<file path="src/rtl/mips_disp_pkg.sv">
// Shared constants and the seven-segment decoder for the mips debug display.
package mips_disp_pkg;

  localparam logic [2:0] PAGE_PC     = 3'd0;
  localparam logic [2:0] PAGE_PCNEXT = 3'd1;
  localparam logic [2:0] PAGE_INSTR  = 3'd2;
  localparam logic [2:0] PAGE_REG    = 3'd3;
  localparam logic [2:0] PAGE_MEM    = 3'd4;
  localparam logic [2:0] PAGE_STAT   = 3'd5;
  localparam int unsigned NUM_PAGES  = 6;

  // Hex nibble to active-low {g,f,e,d,c,b,a}
  function automatic logic [6:0] hex_to_seg(input logic [3:0] nib);
    logic [6:0] seg;
    case (nib)
      4'h0: seg = 7'h40;
      4'h1: seg = 7'h79;
      4'h2: seg = 7'h24;
      4'h3: seg = 7'h30;
      4'h4: seg = 7'h19;
      4'h5: seg = 7'h12;
      4'h6: seg = 7'h02;
      4'h7: seg = 7'h78;
      4'h8: seg = 7'h00;
      4'h9: seg = 7'h10;
      4'hA: seg = 7'h08;
      4'hB: seg = 7'h03;
      4'hC: seg = 7'h46;
      4'hD: seg = 7'h21;
      4'hE: seg = 7'h06;
      default: seg = 7'h0E;
    endcase
    return seg;
  endfunction

endpackage

</file>
<file path="src/rtl/mips_disp_scan_btn_debounce.sv">
// Push-button conditioner: 2-FF synchroniser, stability counter, and a
// one-cycle pulse on each accepted 0->1 level change.
module btn_debounce #(
  parameter int unsigned DEB_CYCLES = 1000000
) (
  input  logic CLK,
  input  logic ResetN,
  input  logic BtnRaw,
  output logic Press
);

  localparam int unsigned CW = $clog2(DEB_CYCLES);

  logic          sync1;
  logic          sync2;
  logic          level;
  logic [CW-1:0] count;

  // Level is accepted only after DEB_CYCLES consecutive differing samples
  always_ff @(posedge CLK or negedge ResetN) begin
    if (!ResetN) begin
      sync1 <= 1'b0;
      sync2 <= 1'b0;
      level <= 1'b0;
      count <= '0;
      Press <= 1'b0;
    end else begin
      sync1 <= BtnRaw;
      sync2 <= sync1;
      Press <= 1'b0;
      if (sync2 != level) begin
        if (count == CW'(DEB_CYCLES - 1)) begin
          level <= sync2;
          count <= '0;
          Press <= sync2;
        end else begin
          count <= count + 1'b1;
        end
      end else begin
        count <= '0;
      end
    end
  end

endmodule

</file>
<file path="src/rtl/mips_disp_scan.sv">
// Debug display stage: page/address stepping from two buttons and an
// 8-digit multiplexed seven-segment scan of a per-scan snapshot word.
module mips_disp_scan
  import mips_disp_pkg::*;
#(
  parameter int unsigned REFRESH_DIV = 50000,
  parameter int unsigned DEB_CYCLES  = 1000000
) (
  input  logic        CLK,
  input  logic        ResetN,
  input  logic [31:0] PC,
  input  logic [31:0] PCNext,
  input  logic [31:0] Instr,
  input  logic [31:0] DispReg,
  input  logic [31:0] DispMem,
  input  logic [3:0]  Stat,
  input  logic        BtnPage,
  input  logic        BtnAddr,
  output logic [6:0]  Disp,
  output logic [2:0]  Page,
  output logic [7:0]  An,
  output logic [7:0]  Seg
);

  localparam int unsigned RW = $clog2(REFRESH_DIV);

  logic          press_page;
  logic          press_addr;
  logic [RW-1:0] refresh_cnt;
  logic [2:0]    digit;
  logic [31:0]   snapshot;
  logic          first_tick;

  logic          tick_c;
  logic [2:0]    next_digit_c;
  logic          load_c;
  logic [31:0]   page_word_c;
  logic [31:0]   scan_word_c;
  logic [3:0]    nibble_c;

  btn_debounce #(.DEB_CYCLES(DEB_CYCLES)) u_deb_page (
    .CLK    (CLK),
    .ResetN (ResetN),
    .BtnRaw (BtnPage),
    .Press  (press_page)
  );

  btn_debounce #(.DEB_CYCLES(DEB_CYCLES)) u_deb_addr (
    .CLK    (CLK),
    .ResetN (ResetN),
    .BtnRaw (BtnAddr),
    .Press  (press_addr)
  );

  // Page-selected word and the nibble shown on the upcoming digit
  always_comb begin
    page_word_c = PC;
    case (Page)
      PAGE_PCNEXT: page_word_c = PCNext;
      PAGE_INSTR:  page_word_c = Instr;
      PAGE_REG:    page_word_c = DispReg;
      PAGE_MEM:    page_word_c = DispMem;
      PAGE_STAT:   page_word_c = {28'd0, Stat};
      default:     page_word_c = PC;
    endcase
    tick_c       = (refresh_cnt == RW'(REFRESH_DIV - 1));
    next_digit_c = digit + 3'd1;
    load_c       = (next_digit_c == 3'd0) || first_tick;
    scan_word_c  = load_c ? page_word_c : snapshot;
    nibble_c     = scan_word_c[{next_digit_c, 2'b00} +: 4];
  end

  // Page and view-address stepping; both buttons act independently
  always_ff @(posedge CLK or negedge ResetN) begin
    if (!ResetN) begin
      Page <= PAGE_PC;
      Disp <= 7'd0;
    end else begin
      if (press_page) begin
        Page <= (Page == 3'(NUM_PAGES - 1)) ? PAGE_PC : Page + 3'd1;
      end
      if (press_addr) begin
        Disp <= Disp + 7'd1;
      end
    end
  end

  // Digit scan; the snapshot only reloads when a new scan begins
  always_ff @(posedge CLK or negedge ResetN) begin
    if (!ResetN) begin
      refresh_cnt <= '0;
      digit       <= 3'd0;
      snapshot    <= 32'd0;
      first_tick  <= 1'b1;
      An          <= 8'hFE;
      Seg         <= 8'h40;
    end else if (tick_c) begin
      refresh_cnt <= '0;
      digit       <= next_digit_c;
      first_tick  <= 1'b0;
      if (load_c) begin
        snapshot <= page_word_c;
      end
      An  <= ~(8'd1 << next_digit_c);
      Seg <= {~(next_digit_c == Page), hex_to_seg(nibble_c)};
    end else begin
      refresh_cnt <= refresh_cnt + 1'b1;
    end
  end

endmodule

</file>
<file path="config.mk">
export PLATFORM = sky130hd
export DESIGN_NAME = mips_disp_scan
export DESIGN_NICKNAME = d
export VERILOG_FILES = /design/src/rtl/mips_disp_pkg.sv /design/src/rtl/mips_disp_scan_btn_debounce.sv /design/src/rtl/mips_disp_scan.sv
export SDC_FILE = /design/constraint.sdc
export NUM_CORES = 1
export LEC_CHECK = 0
export ABC_AREA = 1
export CORE_MARGIN = 10
export CORE_UTILIZATION = 40
export DETAILED_ROUTE_END_ITERATION = 16
export MAX_ROUTING_LAYER = met4
export PLACE_DENSITY = 0.67
export SYNTH_ARGS = -nofsm -noshare
export SYNTH_HDL_FRONTEND = slang
export SYNTH_SLANG_ARGS = --single-unit
</file>
<file path="constraint.sdc">
create_clock -name CLK -period 2.8 [get_ports CLK]
set_input_delay 0.28 -clock CLK [delete_from_list [all_inputs] [get_ports CLK]]
set_output_delay 0.28 -clock CLK [all_outputs]
set_load 0.05 [all_outputs]
</file>
# Word-level counts from Yosys, hierarchy flattened
# Memory sizes are Yosys's and may differ from the RTL's. A register that Yosys moved wholly into a read port is not among the register bits.
# Index checks and enable logic that the tools add are counted.
# op_classes
n_addsub	6
eq_ne	11
shifts	2
muxes	12
bitwise	2
reduce_logical	5
# ops
operator	n
$pmux 32 s5	1
$mux 20	4
$add 20x1->20 const B	2
$eq 20x20->1 const B	2
$mux 32	1
$shiftx 32x6->4	1
$add 16x1->16 const B	1
$eq 16x16->1 const B	1
$mux 16	1
$not 8->8	1
$shl 1x3->8 const A	1
$add 7x1->7 const B	1
$add 3x1->3 const B	2
$eq 3x2->1 const B	2
$eq 3x3->1 const B	2
$mux 1	4
$reduce_and 2->1	2
$eq 3x1->1 const B	1
$eq 3x3->1	1
$logic_not 3->1	1
$mux 3	1
$ne 1x1->1	2
$logic_not 1->1	1
$logic_or 1x1->1	1
$not 1->1	1
# totals
ff_bits	126
mem_bits_ro	112
in_bits	168
out_inout_bits	26
wordCells	57
n_memories	1
# memory_table
name	depth	word_bits	rd	rd_ports_with_merged_regs	write_ports	line	rtl
(name not given)	16	7	1	1	0	mips_disp_pkg.sv:15	case (nib)

# Longest topological paths before layout
# Gate-level depths: netlist (run 1).
# logic_depth
depth_word	5
ltp_mapped	25
ltp_nobuf	22

# Cells and area by module
# Synthesis (run 1) repeated with hierarchy kept, for this count alone.
# unflattened
hier_cells	1180
area_unflattened_um2	8251.7
# modules_own_cells
module	instances	cells_per_inst	area_each_um2	seq_area_each_um2
mips_disp_scan	1	854	5616.6	1963.1
btn_debounce	2	163	1317.5	600.6

# Worst setup path before layout (run 1)
# No wires, ideal clock.
# synth_path
kind	register to register
from	register Page[2]
to	register Seg[3]
setup_ps	118
t_arrival_ps	2942
t_required_ps	2682
setup_slack_ps	-260
path_stages_with_launch	24
path_buffers	4
synth_period_minus_slack_ps	3060
path_cell_list	dfrtp_1 -> inv_1 -> buf_2 -> ha_1 -> clkbuf_1 -> buf_2 -> buf_2 -> nand2_1 -> nand2_1 -> nor2_1 -> nand2_1 -> nand2_1 -> nand3_1 -> nand3_1 -> nand3_1 -> nand2_2 -> inv_1 -> ha_1 -> nand3_1 -> nand2_1 -> nand2_1 -> nand2_1 -> nand2_1 -> nand2_1
# synth_between
elab_chain_cells	4
word_cells_on_any_way	8
cone_classes	eq/ne (5); shift (1); mux (2)
# synth_rtl
item	line	rtl
start, declared	mips_disp_scan.sv:20	output logic [2:0] Page,
start signal, assigned	mips_disp_scan.sv:80	Page <= (Page == 3'(NUM_PAGES - 1)) ? PAGE_PC : Page + 3'd1;
$eq 3x3->1, or another cell as far along	mips_disp_scan.sv:58	case (Page)
$pmux 32 s5 (*)	mips_disp_scan.sv:58	
$mux 32 (*)	-	
$shiftx 32x6->4 (*)	mips_disp_scan.sv:70	nibble_c = scan_word_c[{next_digit_c, 2'b00} +: 4];
end, declared	mips_disp_scan.sv:22	output logic [7:0] Seg
# Every way passes the cells marked *; elsewhere a longest branch is shown, timed or not.
# A chain may end at the register's enable or synchronous reset.

# Final worst setup path (run 1)
# layout_path
from	register Page[2]
to	register Seg[6]
# The elaborated chain is that of the path after synthesis.

==> results of run 1 <==
## per-layer routing
layer / up-vias / routed length [µm] / GRT usage [%] / share of wire (%)
met4: 0 / 460 / 4.967 / 1.7
met2: 206 / 13540 / 34.85 / 51
li1: 4065 / - / - / -
met1: 3781 / 11160 / 23.98 / 42
met3: 34 / 1271 / 3.933 / 4.8
met5: - / 0 / - / 0
## final cells by class
cell class	instances	area, µm²	area share, %
timing repair buffer	239	2460	22.04
inverter	102	391.6	3.509
tap	265	331.6	2.971
multi-input combinational	858	4179	37.44
clock buffer	20	466.7	4.181
clock inverter	12	160.2	1.435
antenna	2	5.005	0.04484
sequential	126	3168	28.38
## power groups by stage
stage	Sequential, µW	Combinational (µW)	Clock [µW]
detailed placement	1870	330	0
global route	1840	361	2430
finish	1840	332	2310
global placement	1870	330	0
CTS	1840	334	2350
floorplan	1870	41.6	0
## per-stage QoR
stage / total power [µW] / setup slack (ns) / instances / cell area, µm²
after floorplan: 1911 / 0.002072 / 1125 / 7825
after global placement: 2200 / 0.1489 / 1572 / 10140
after detailed placement: 2201 / 0.08399 / 1572 / 10140
after CTS: 4518 / 0.04836 / 1605 / 10780
after global routing: 4628 / -0.04538 / 1624 / 11160
final: 4484 / 0.1171 / 1624 / 11160
## what timing repair did
| item | in CTS | in global routing |
|---|---|---|
| setup endpoints to repair | 0 | 7 |
| hold endpoints to repair | 34 | 0 |
| gates resized for setup | 0 | 37 |
| setup buffers | 0 | 10 |
| hold buffers | 1 | 0 |
## worst paths after layout
check,endpoint,depth (start not counted),startpoint
setup / recovery,Seg[6],18,Page[2]
hold / removal,u_deb_page.sync1,1,BtnPage
setup reg to reg,Seg[6],18,Page[2]
hold reg to reg,u_deb_addr.sync2,0,u_deb_addr.sync1
max in group asynchronous,Seg[6],3,ResetN
min in group asynchronous,refresh_cnt[14],2,ResetN
## kinds of logic after synthesis
logic type               Yosys count  synth area share [%]
flip-flops                       126                 40.49
AND/OR/NAND/NOR                  717                 39.37
adder cells (fa/ha/maj)           16                 2.562
XOR/XNOR                          21                 2.354
AO/OA/AOI/OAI                    104                 7.301
buffers and inverters            141                 7.925
## flip-flops by register name, indices dropped and copies added, names as in the netlist, 3 cells and up
name and cells:
An 8, u_deb_addr.count 20, digit 3, Disp 7, u_deb_page.count 20, Seg 8, snapshot 32, Page 3
refresh_cnt 16
## Yosys cell counts, drive strengths merged
cell      n
xnor2     6
o21a      2
nor3b     2
xor2     15
nand2   402
o22ai     2
or2      16
a21oi    34
o211ai    1
dfrtp   117
nand4    21
clkinv    3
a211oi    1
a21boi    2
nor4     12
nand3   114
nor2    131
ha       16
or4       1
clkbuf    9
buf      30
o31ai     1
a31oi    21
and3      1
o21ai    39
dfstp     9
nand3b    2
a41oi     1
nor3     15
inv      99
## critical path, stage by stage (launching register included)
cell and delay, ns:
dfrtp_2 0.41, buf_4 0.20, nand2_2 0.14, nand2_1 0.11
nor2_4 0.26, clkbuf_16 0.21, nand2_1 0.06, nand2_1 0.10
nand2_1 0.08, nand3_1 0.07, nand3_1 0.09, nand3_2 0.09
nand2_4 0.10, inv_2 0.10, ha_2 0.20, nand3_2 0.09
nand2_1 0.10, nand2_1 0.06, a21oi_1 0.14
==> metrics.txt, run 1 <==
CP required=roughly 3.2 ns; # H-tree levels=4; most frequent cells in the layout=nand2_1 (386), clkdlybuf4s50_1 (192), nor2_1 (125); Final Critical Period=roughly 2.7 ns; num ports=194; P&R area growth vs syn=42.83%; initial antenna violation count=2; Routed Antenna Nets=0; Setup crit start kind=flip-flop; clock sink count=126; Longest Clk Path Bufs=2; Total Wirelength=~26,000 µm; status=completed; Syn Std Cell Area=7815 µm²; Arrival @ worst endpoint=3.04 ns; Setup crit end kind=flip-flop; Clock transition at path regs=approximately 0.06 ns; First-pass DRT Iterations=5; fillers=around 1,800; Synth Register Bits=between 100 and 150; FP Rows=51; Worst slew margin=between 50% and 60%; Seq/Total Area, Yosys=about two fifths; Leak=0.005188 µW; post-layout net count=between 1,500 and 2,000; syn_area_per_cell=around 6.9 µm²; max cap viols=0; commonest non-fill, non-tap cell in the layout=nand2_1; clock power share=between 50% and 60%; RePlAce Congestion=slightly below 0.9; chip height=159.8 µm; Synth cell types=43; Cell Pwr Density=401.7 nW/µm²; total grt overflow=0; Hold Crit Class=in2reg; worst slew pin tran=0.6310 ns; total track usage=about a fifth; largest net degree at the start of global routing=slightly below 50; Synth top area share=37.46%; Ys Warns=0; WHS=0.2910 ns; layout cells sized above 1=between 10% and 20%; P_int=3534 µW; port bufs=193; # setup viols final=0; Synth area leaders=dfrtp_1 (37%), nand2_1 (19%), nand3_1 (7.1%); switching portion of total power=between 20% and 30%; fmax=between 300 and 400 MHz; die area=25,530 µm²; Pins Over Slew Limit=0; Core Box Area=roughly 19,000 µm²; Net Sw Power=between 900 and 1000 µW; crit-path max FO=11; combinational fraction of design power=roughly 7.4%; leading area contributor after synthesis=dfrtp_1; synthesized net count=1,309; via count=about 8,100; DR WL/cell=between 15 and 20 µm; Vias/cell=between 4 and 5; Worst VDD drop=between 400 and 500 µV; Num CTS Buffers=17; vias in the first global route=around 7,700; R2R setup slack=roughly 0.12 ns; Reg power frac=between 40 and 50%; first-pass GRT wire length=a little over 40,000 µm; fin crit share=~96%; final core occ=57.73%; TritonCTS clock tree=built; Hold Vio Cnt, Final=0; Iter 0 DRT Violations=475; starting density of the core=approximately two fifths; root buf cell=clkbuf_16; DRC violations left=0; setup TNS=0 ns; cells after synthesis=around 1,100; die width=between 150 and 200 µm; Setup Skew=between 0.009 and 0.01 ns; Setup Crit Path Kind=reg2reg; clk_lat worst skew=about 0.43 ns; post-detail-place hpwl=~19,000 µm
Note: power is estimated with default switching activity, not from simulation.
==> run 2, diff against run 1 <==
Settings changed: ABC_AREA 1 to unset, CORE_UTILIZATION 40 to 45, PLACE_DENSITY 0.67 to 0.75.
==> run 2 against run 1 <==
  * The run now ends with negative setup slack left
  * Clock skew rose by 0.0015 ns
  * Wire length rose by 1.1%
  * Total power rose by 4.1%
  * Sequential cell count did not move
  * Combinational power rose by 17%
  * Core utilization rose by 12 points
  * Worst hold slack got worse by 0.0026 ns
  * Final cell count fell by 18%
  * First-iteration DRC count rose by 68%
  * Count of clock-buffer cells in the layout fell by 2
  * Critical endpoint is now Seg[3]
==> metrics.txt, run 2 <==
status=complete, but fails checks; failing checks=negative setup slack; Setup Crit Path Kind=reg2reg; WHS=0.2884 ns (-0.002588 ns); crit-path max FO=6 (-5); Total Wirelength=26,720 µm (+1.1%); Longest Clk Path Bufs=2 (unchanged); clk_lat worst skew=0.43 ns (about the same); Seq/Total Area, Yosys=42.15% (+1.7 points); num ports=194 (unchanged); max incr delay on CP=0.46 ns (+0.05 ns); Final Critical Period=3.345 ns (+0.6616 ns); hold path start=BtnAddr; # setup viols final=7 (+7); Vias/cell=5.611 (+13%); commonest non-fill, non-tap cell in the layout=clkdlybuf4s50_1; post-layout net count=1,286 (-16%); number of synthesized flops with an enable pin=0 (unchanged); leading area contributor after synthesis=dfrtp_1; post-route design area=11,560 µm² (+3.6%); P&R area growth vs syn=54.03%; root buf cell=clkbuf_16; synthesized net count=998 (-24%); FP Rows=47 (-7.8%); Critical Path Source=Page[0]; cells after synthesis=814 (-28%); port bufs=193 (unchanged); R2R setup slack=-0.54 ns (-0.66 ns); setup TNS=-2.545 ns (-2.545 ns); Worst VDD drop=536.4 µV (+19%); pre-CTS setup slack=-0.5850 ns (-0.6690 ns); slowest CP cell=dfrtp_2; Arrival @ worst endpoint=3.65 ns (+0.61 ns); Core Box Area=16,470 µm² (-15%); Num CTS Buffers=17 (unchanged); most frequent cell after synthesis=dfrtp_1; CP cell instances=buf_4, or3_4, a21o_4, o21a_1, a22oi_2, o211ai_1, nor4_4, inv_2, ha_4, mux4_2, mux2_4; Top FF cell, synth=dfrtp_1; total track usage=24.14% (+3.9 points); Synth cell types=65 (+51%); Cell Pwr Density=403.5 nW/µm² (+0.45%); hold path endpoint=u_deb_addr.sync1; largest net degree at the start of global routing=55 (+12%); die area=22,250 µm² (-13%); Synth top area share=39.00% (+1.5 points); CP required=3.11 ns (-0.04 ns); Final WS setup=-0.5446 ns (-0.6616 ns); Setup crit end kind=flip-flop; r2r endpoint=Seg[3]; RSZ-0062 raised after global routing=true; fin crit share=119.4% (+24 points); Clock transition at path regs=0.06 ns (about the same); Synth Register Bits=126 (unchanged); initial antenna violation count=2 (unchanged); Post-synth ARST share=100.0% (unchanged); max FFs per register=32 (unchanged); Hold Vio Cnt, Final=0 (unchanged); Pins Over Slew Limit=0 (unchanged); die width=149.2 µm (-6.6%); clock sink count=126 (unchanged); layout cells sized above 1=22.69% (+11 points); fmax=299.0 MHz (-20%); fillers=1,269 (-31%); TritonCTS clock tree=built; Setup crit start kind=flip-flop; Synth area leaders=dfrtp_1 (39%), nor2_1 (4.2%), nand2_1 (3.9%); max cap viols=0 (unchanged); top post-synthesis cells by count=dfrtp_1 (117), nor2_1 (83), nand2_1 (78), o21ai_0 (43), a21oi_1 (33); total grt overflow=0 (unchanged); # H-tree levels=4 (unchanged); Worst slew margin=51.36% (-6.5 points); Largest Register=snapshot; Hold Crit Class=in2reg; vias in the first global route=7,415 (-4.2%); most frequent cells in the layout=clkdlybuf4s50_1 (192), dfrtp_1 (114), buf_4 (110); worst slew pin tran=0.7296 ns (+0.09859 ns); Iter 0 DRT Violations=798 (+68%); DR WL/cell=19.97 µm (+23%); Syn Std Cell Area=7507 µm² (-3.9%); First-pass DRT Iterations=5 (unchanged); Cell Area, Placed=10,530 µm² (+3.8%); Routed Antenna Nets=0 (unchanged); leading registers by flop count=snapshot x32, u_deb_addr.count x20, u_deb_page.count x20; reg-to-reg startpoint=Page[0]; first-pass GRT wire length=40,690 µm (-1.2%); Setup Skew=0.01134 ns (+0.001519 ns); post-detail-place hpwl=20,500 µm (+7.4%); Ys Warns=0 (unchanged); starting density of the core=45.59% (+5.2 points); Leak=0.004911 µW (-5.3%); FF-to-FF path depth=11 (-7); final core occ=70.23% (+12 points); RePlAce Congestion=0.9192 (+5.7%); DRC violations left=0 (unchanged); syn_area_per_cell=9.223 µm² (+33%); chip height=149.2 µm (-6.6%); worst hold stages=1 (unchanged); via count=7,507 (-7.2%)
## run 2: cell types whose count changed in the layout (fill, tap and decap cells not counted), sizes merged, moves of 22 or more
cell   previous run  this run
nand2           402        78
buf              41       128
inv             100        17
nand3           114        32
nor2            131        83
a22oi             0        26
a22o              0        22
## run 2: layer usage
| layer | vias up | global-route usage (%) | wire, µm | part of all wire (%) |
|---|---|---|---|---|
| met3 | 51 | 8.252 | 2352 | 8.8 |
| li1 | 3546 | - | - | - |
| met5 | - | - | 0 | 0 |
| met1 | 3599 | 30.27 | 11250 | 42 |
| met2 | 311 | 36.77 | 12690 | 47 |
| met4 | 0 | 5.839 | 429 | 1.6 |
## run 2: report_power, final
| group | leakage (µW) | switching, µW | internal, µW |
|---|---|---|---|
| Clock | 0.000306 | 849 | 1580 |
| Combinational | 0.00306 | 134 | 255 |
| Sequential | 0.00154 | 11.2 | 1840 |
| Total | 0.00491 | 994 | 3670 |
## run 2: stage by stage
step           total power, µW  std cells
2_1_floorplan             1933        814
3_3_place_gp              2255       1292
3_5_place_dp              2254       1292
4_1_cts                   4681       1327
5_1_grt                   4800       1337
6_report                  4666       1338
## run 2: worst max-delay path, delay by kind of cell, from the launching register on
family          cells  cell delay, ns
fa+ha+maj           1            0.18
flops               1            0.46
mux                 2            0.71
compound gates      4            0.84
buf+inv             2            0.30
simple gates        2            0.74
## run 2: kinds of logic after synthesis
| kind of cell | share of synthesized area [%] |
|---|---|
| fa+ha+maj | 2.667 |
| xor+xnor | 6.883 |
| simple gates | 19.62 |
| compound gates | 21.00 |
| flops | 42.15 |
| mux | 3.833 |
| buf+inv | 3.850 |
## run 2: cell type report
type / count / area (µm²) / area share [%]
Antenna cell: 3 / 7.507 / 0.06492
Multi-Input combinational cell: 619 / 4373 / 37.82
Inverter: 17 / 71.32 / 0.6167
Clock buffer: 18 / 429.2 / 3.711
Sequential cell: 126 / 3168 / 27.40
Timing Repair Buffer: 321 / 3022 / 26.13
Clock inverter: 14 / 217.7 / 1.883
Tap cell: 220 / 275.3 / 2.380
## run 2: worst max-delay path by stage
stage,to,slack (ns),cells after the start
floorplan,Seg[3],-1.06,17
global placement,Seg[3],-0.52,11
detailed placement,Seg[3],-0.58,11
CTS,Seg[3],-0.53,13
global route,Seg[3],-0.69,11
finish,Seg[3],-0.54,11
## run 2: timing repair
item,in CTS,in global routing
endpoints found under the setup margin,7,7
pin swaps,3,24
buffers inserted,2,8
hold buffers,1,0
gates cloned,0,0
gates resized for setup,15,44
hold endpoints to repair,40,0
